<file path="src/rtl/mesh_inject_arbiter.sv">
// Injection arbiter: N_REQ local requesters, each with its own FIFO, share one
// mesh router input port under round-robin arbitration with a stall watchdog.
module mesh_inject_arbiter #(
   parameter int N_REQ      = 4,
   parameter int PCKG_SZ    = 32,
   parameter int FIFO_DEPTH = 4,
   parameter int TIMEOUT    = 64
) (
   input  logic                       clk,
   input  logic                       reset,
   input  logic [N_REQ-1:0]           req_valid,
   input  logic [N_REQ*PCKG_SZ-1:0]   req_data,
   output logic [N_REQ-1:0]           req_ready,
   output logic                       port_pndng,
   output logic [PCKG_SZ-1:0]         port_data,
   input  logic                       port_pop,
   output logic [$clog2(N_REQ)-1:0]   grant_id,
   output logic [15:0]                pkt_cnt,
   output logic                       stall_err
);

   localparam int AW = $clog2(FIFO_DEPTH);
   localparam int GW = $clog2(N_REQ);
   localparam int WW = $clog2(TIMEOUT + 1);

   typedef enum logic {IDLE, BUSY} state_t;

   state_t              r_state;
   logic [PCKG_SZ-1:0]  r_mem    [N_REQ][FIFO_DEPTH];
   logic [AW:0]         r_wr_ptr [N_REQ];
   logic [AW:0]         r_rd_ptr [N_REQ];
   logic [GW-1:0]       r_last_grant;
   logic [GW-1:0]       r_grant_id;
   logic [PCKG_SZ-1:0]  r_port_data;
   logic [15:0]         r_pkt_cnt;
   logic [WW-1:0]       r_wait;
   logic                r_stall;

   logic [N_REQ-1:0]    w_empty;
   logic [N_REQ-1:0]    w_full;
   logic [N_REQ-1:0]    w_push;
   logic [N_REQ-1:0]    w_pop;
   logic                w_found;
   logic [GW-1:0]       w_winner;
   logic                w_load;
   logic [PCKG_SZ-1:0]  w_head;

   // Pointers carry one extra wrap bit so full and empty are distinguishable.
   always_comb begin
      for (int i = 0; i < N_REQ; i++) begin
         w_empty[i] = (r_wr_ptr[i] == r_rd_ptr[i]);
         w_full[i]  = (r_wr_ptr[i][AW] != r_rd_ptr[i][AW]) &&
                      (r_wr_ptr[i][AW-1:0] == r_rd_ptr[i][AW-1:0]);
      end
   end

   assign req_ready = ~w_full & {N_REQ{~reset}};
   assign w_push    = req_valid & req_ready;

   // Round-robin search starting just after the previous winner, using occupancy
   // before this edge's writes.
   always_comb begin
      w_found  = 1'b0;
      w_winner = '0;
      for (int k = 1; k <= N_REQ; k++) begin
         if (!w_found && !w_empty[GW'((int'(r_last_grant) + k) % N_REQ)]) begin
            w_found  = 1'b1;
            w_winner = GW'((int'(r_last_grant) + k) % N_REQ);
         end
      end
   end

   assign w_load = w_found && ((r_state == IDLE) || port_pop);
   assign w_head = r_mem[w_winner][r_rd_ptr[w_winner][AW-1:0]];

   always_comb begin
      for (int i = 0; i < N_REQ; i++)
         w_pop[i] = w_load && (w_winner == GW'(i));
   end

   // NOTE: packet storage has no reset; the pointers alone define validity, so
   // clearing them empties every FIFO without touching the data array.
   always_ff @(posedge clk) begin
      for (int i = 0; i < N_REQ; i++)
         if (w_push[i])
            r_mem[i][r_wr_ptr[i][AW-1:0]] <= req_data[i*PCKG_SZ +: PCKG_SZ];
   end

   always_ff @(posedge clk) begin
      if (reset) begin
         for (int i = 0; i < N_REQ; i++) begin
            r_wr_ptr[i] <= '0;
            r_rd_ptr[i] <= '0;
         end
      end else begin
         for (int i = 0; i < N_REQ; i++) begin
            if (w_push[i]) r_wr_ptr[i] <= r_wr_ptr[i] + (AW+1)'(1);
            if (w_pop[i])  r_rd_ptr[i] <= r_rd_ptr[i] + (AW+1)'(1);
         end
      end
   end

   always_ff @(posedge clk) begin
      if (reset) begin
         r_state      <= IDLE;
         r_last_grant <= GW'(N_REQ - 1);
         r_grant_id   <= '0;
         r_port_data  <= '0;
         r_pkt_cnt    <= '0;
         r_wait       <= '0;
         r_stall      <= 1'b0;
      end else begin
         if (w_load) begin
            r_state      <= BUSY;
            r_port_data  <= w_head;
            r_grant_id   <= w_winner;
            r_last_grant <= w_winner;
            r_wait       <= '0;
         end
         case (r_state)
            IDLE: ;
            BUSY: begin
               if (port_pop) begin
                  r_pkt_cnt <= r_pkt_cnt + 16'd1;
                  if (!w_found) begin
                     r_state <= IDLE;
                     r_wait  <= '0;
                  end
               end else begin
                  // Saturate the wait counter; the flag sets on the edge it reaches TIMEOUT.
                  if (r_wait != WW'(TIMEOUT)) r_wait <= r_wait + WW'(1);
                  if (r_wait >= WW'(TIMEOUT - 1)) r_stall <= 1'b1;
               end
            end
            default: r_state <= IDLE;
         endcase
      end
   end

   assign port_pndng = (r_state == BUSY);
   assign port_data  = r_port_data;
   assign grant_id   = r_grant_id;
   assign pkt_cnt    = r_pkt_cnt;
   assign stall_err  = r_stall;

endmodule

</file>
<file path="config.mk">
export PLATFORM = sky130hd
export DESIGN_NAME = mesh_inject_arbiter
export DESIGN_NICKNAME = d
export VERILOG_FILES = /design/src/rtl/mesh_inject_arbiter.sv
export SDC_FILE = /design/constraint.sdc
export NUM_CORES = 1
export LEC_CHECK = 0
export CELL_PAD_IN_SITES_DETAIL_PLACEMENT = 1
export CELL_PAD_IN_SITES_GLOBAL_PLACEMENT = 1
export CORE_ASPECT_RATIO = 1.2
export CORE_MARGIN = 2
export CORE_UTILIZATION = 25
export DETAILED_ROUTE_END_ITERATION = 8
export MAX_ROUTING_LAYER = met4
export PLACE_DENSITY_LB_ADDON = 0.08
export SLEW_MARGIN = 10
export SYNTH_ARGS = -nofsm -noshare
export SYNTH_HDL_FRONTEND = slang
export SYNTH_SLANG_ARGS = --single-unit
</file>
<file path="constraint.sdc">
create_clock -name clk -period 2.7 [get_ports clk]
set_input_delay 0.54 -clock clk [delete_from_list [all_inputs] [get_ports clk]]
set_output_delay 0.54 -clock clk [all_outputs]
set_load 0.05 [all_outputs]
</file>
==> qor.csv <==
stage,metric,value,unit
synth,syn_avg_cell_area,14.2,um^2
critical_path,critPathLaunchType,register,
synth,async_flop_share,0,%
status,violations,setup timing,
synth,yosysMostFrequentCell,edfxtp_1,
timing,hold_viol,0,
critical_path,crit_type,reg2reg,
synth,synthFlopType,edfxtp_1,
timing,relSlewSlack,61.2,%
routing,wl_per_cell,28.1,um
global_routing,gr-usage-met2,32.3,%
timing,fin_crit,2900,ps
synth,yosys_warnings,0,
critical_path,regToRegEndpoint,port_data[22]$_SDFFE_PP0P_,
cells_and_area,diodes,0,
critical_path,cp-end-kind,register,
place,detailed_place.area,30300,um^2
synth,netlist_instances,1748,
timing,setup_viol,32,
synth,syn_area,24800,um^2
timing,slew_viol_final,0,
routing,viasPerCell,5.00,
timing,rsz0062_at_grt,yes,
clock_tree,path_clk_slew,60,ps
clock_tree,clk_path_buf_depth,3,
place,numPortBuffers,190,
synth,synthTopCellsByArea,"edfxtp_1 65%, dfxtp_1 4.9%, and3_1 4.0%",
clock_tree,ctsHoldBuffers,0,
cells_and_area,drive_above_1_share,26.7,%
routing,drt_iter0_drc,1033,
floorplanning,floorplan.initialDensity,25.2,%
synth,ys_ff_latch,597,
synth,synth_edf_count,536,
global_routing,use_met3,2.45,%
synth,synth.top_cell.area_share,65.0,%
clock_tree,tritoncts.num_buffers,70,
global_routing,grt.total_usage,19.0,%
routing,drt_first_pass_iters,5,
critical_path,worst_ep_arrival_time,3440,ps
global_routing,busiest_layer,met2,
floorplanning,die_h,349,um
floorplanning,num_rows,126,
critical_path,rrSetupSlack,-200,ps
timing,tightest_slew,580,ps
timing,clock_skew,19.9,ps
critical_path,r2r_start,r_rd_ptr[3][1]$_SDFFCE_PN0P_,
timing,setup_slack,-204,ps
cells_and_area,final_cells,3485,
power,peakVddDrop,1.29,mV
routing,drc,0,
critical_path,critical_path.startpoint,r_rd_ptr[3][1]$_SDFFCE_PN0P_,
routing,drt_wl_total,98000,um
floorplanning,die_width,291,um
cells_and_area,syn_to_final_growth,40.0,%
synth,synthTopCellsByCount,"536 x edfxtp_1, 178 x nand2_1, 157 x and3_1",
clock_tree,clock_latency,620,ps
status,outcome,"finished, violations left",
clock_tree,cts_tree,done,
floorplanning,core,98200,um^2
global_routing,grt_pass1_vias,18400,
synth,syn-num-nets,1906,
global_routing,grt_pass1_wl,136000,um
place,dp_slack,-487,ps
run,cap_violations,0,
clock_tree,htreeDepth,3,
place,dpl.cell_count,3312,
critical_path,path_max_fanout,16,
clock_tree,cts_root_buf,clkbuf_16,
synth,synth_cell_types,55,
routing,via_count,17400,
global_routing,met1_usage,24.0,%
cells_and_area,finalNetCount,2310,
cells_and_area,fin_util,35.3,%
timing,fmax,344,MHz
critical_path,worst_ep_required_time,3230,ps
place,gp_congestion,0.762,
global_routing,antenna_found_initial,1,
critical_path,reg2regPathDepth,10,
cells_and_area,fill_cells,10100,
synth,seq_area_frac_synth,69.9,%
hold_path,hp-class,in2reg,
power,power.density,1430,nW/um^2
global_routing,grt_overflow,0,
synth,yosys.area.top_type,edfxtp_1,
floorplanning,die-area,102000,um^2
power,p_total,0.0495,W
clock_tree,numClockSinks,597,
timing,fin_crit_sh,108,%
place,hpwl,59400,um
cells_and_area,regArea,17300,um^2
critical_path,cp-endpoint,port_data[22]$_SDFFE_PP0P_,
routing,ant_nets,0,
global_routing,grt_max_degree,64,
power,p_leak,12.2,nW
cells_and_area,fin_area,34700,um^2
cells_and_area,multi_input_area,8180,um^2
floorplanning,pin_count,191,
-- layer usage --
metal  up-vias  routed length (um)
met3       124                3750
met5         -                   0
met2       411               49500
li1       7796                   -
met1      9102               42700
met4         0                1980
-- worst max-delay path, stage by stage (launching register included) --
cell      delay [ps]
edfxtp_1         440
xor2_2           230
or3_4            440
o32a_4           250
buf_12           180
nand2_8          130
a221oi_2          80
or4_4            610
buf_8            190
o21bai_4         170
o211ai_1          90
-- how the worst min path moves through the flow --
| stage | start | slack (ps) | cells past startpoint | to |
|---|---|---|---|---|
| 2_1_floorplan | r_wait[4]$_SDFF_PP0_ | 500 | 2 | r_wait[4]$_SDFF_PP0_ |
| 3_3_place_gp | grant_id[1]$_SDFFE_PP0P_ | 460 | 2 | grant_id[1]$_SDFFE_PP0P_ |
| 3_5_place_dp | grant_id[1]$_SDFFE_PP0P_ | 480 | 2 | grant_id[1]$_SDFFE_PP0P_ |
| 4_1_cts | reset | 340 | 2 | r_wait[2]$_SDFF_PP0_ |
| 5_1_grt | reset | 360 | 2 | r_wait[2]$_SDFF_PP0_ |
| 6_report | reset | 370 | 2 | r_wait[2]$_SDFF_PP0_ |
-- cells by family (layout without fill, tap and decap cells) --
group | after synthesis | after routing | synth area share (%)
flops | 597 | 597 | 69.9
simple gates | 532 | 533 | 10.9
compound gates | 325 | 325 | 11.1
buf+inv | 163 | 619 | 2.73
mux | 67 | 67 | 2.78
xor+xnor | 41 | 41 | 1.45
fa+ha+maj | 23 | 23 | 1.16
-- through the flow --
stage                     hold slack, ps  setup TNS (ps)
after global placement               465          -10210
after global routing                 361           -8600
after CTS                            336           -7530
after detailed placement             482          -10960
after floorplan                      497               0
final                                371           -5670
-- cell usage in the layout (no fill, tap or decap), types with 61 or more instances in the layout --
master           synthesis  layout
a221oi_1                97      76
and3_1                 157     141
clkbuf_16                0      79
buf_4                    3     194
nand2_1                178     175
dfxtp_1                 61      61
clkdlybuf4s50_1          0     185
buf_12                   0      63
edfxtp_1               536     536
nand3_1                 78      75
-- state kept, by name, summed over array words and instances (netlist names) --
register	cells
r_mem	512
port_data	32
pkt_cnt	16
r_rd_ptr	12
r_wr_ptr	12
r_wait	7
grant_id	2
r_last_grant	2
port_pndng	1
stall_err	1
-- report_power, final --
part	switching [W]	internal [W]	total (W)
registers	0.000419	0.0109	0.0113
clock network	0.00389	0.00571	0.00960
logic	0.0159	0.0127	0.0285
-- area by class of cell --
type / instances / share of cell area [%]
clock buffer: 94 / 5.58
clock inverter: 31 / 0.996
inverter: 14 / 0.152
multi-input combinational: 989 / 23.6
sequential: 597 / 49.9
tap: 1280 / 4.62
timing repair buffer: 480 / 15.1
-- repair_timing --
item | CTS | global route
setup buffers | 16 | 19
resized for setup | 120 | 197
pin swaps | 8 | 21
cloned | 5 | 8
setup endpoints to repair | 47 | 58
Note: power is estimated with default switching activity, not from simulation.
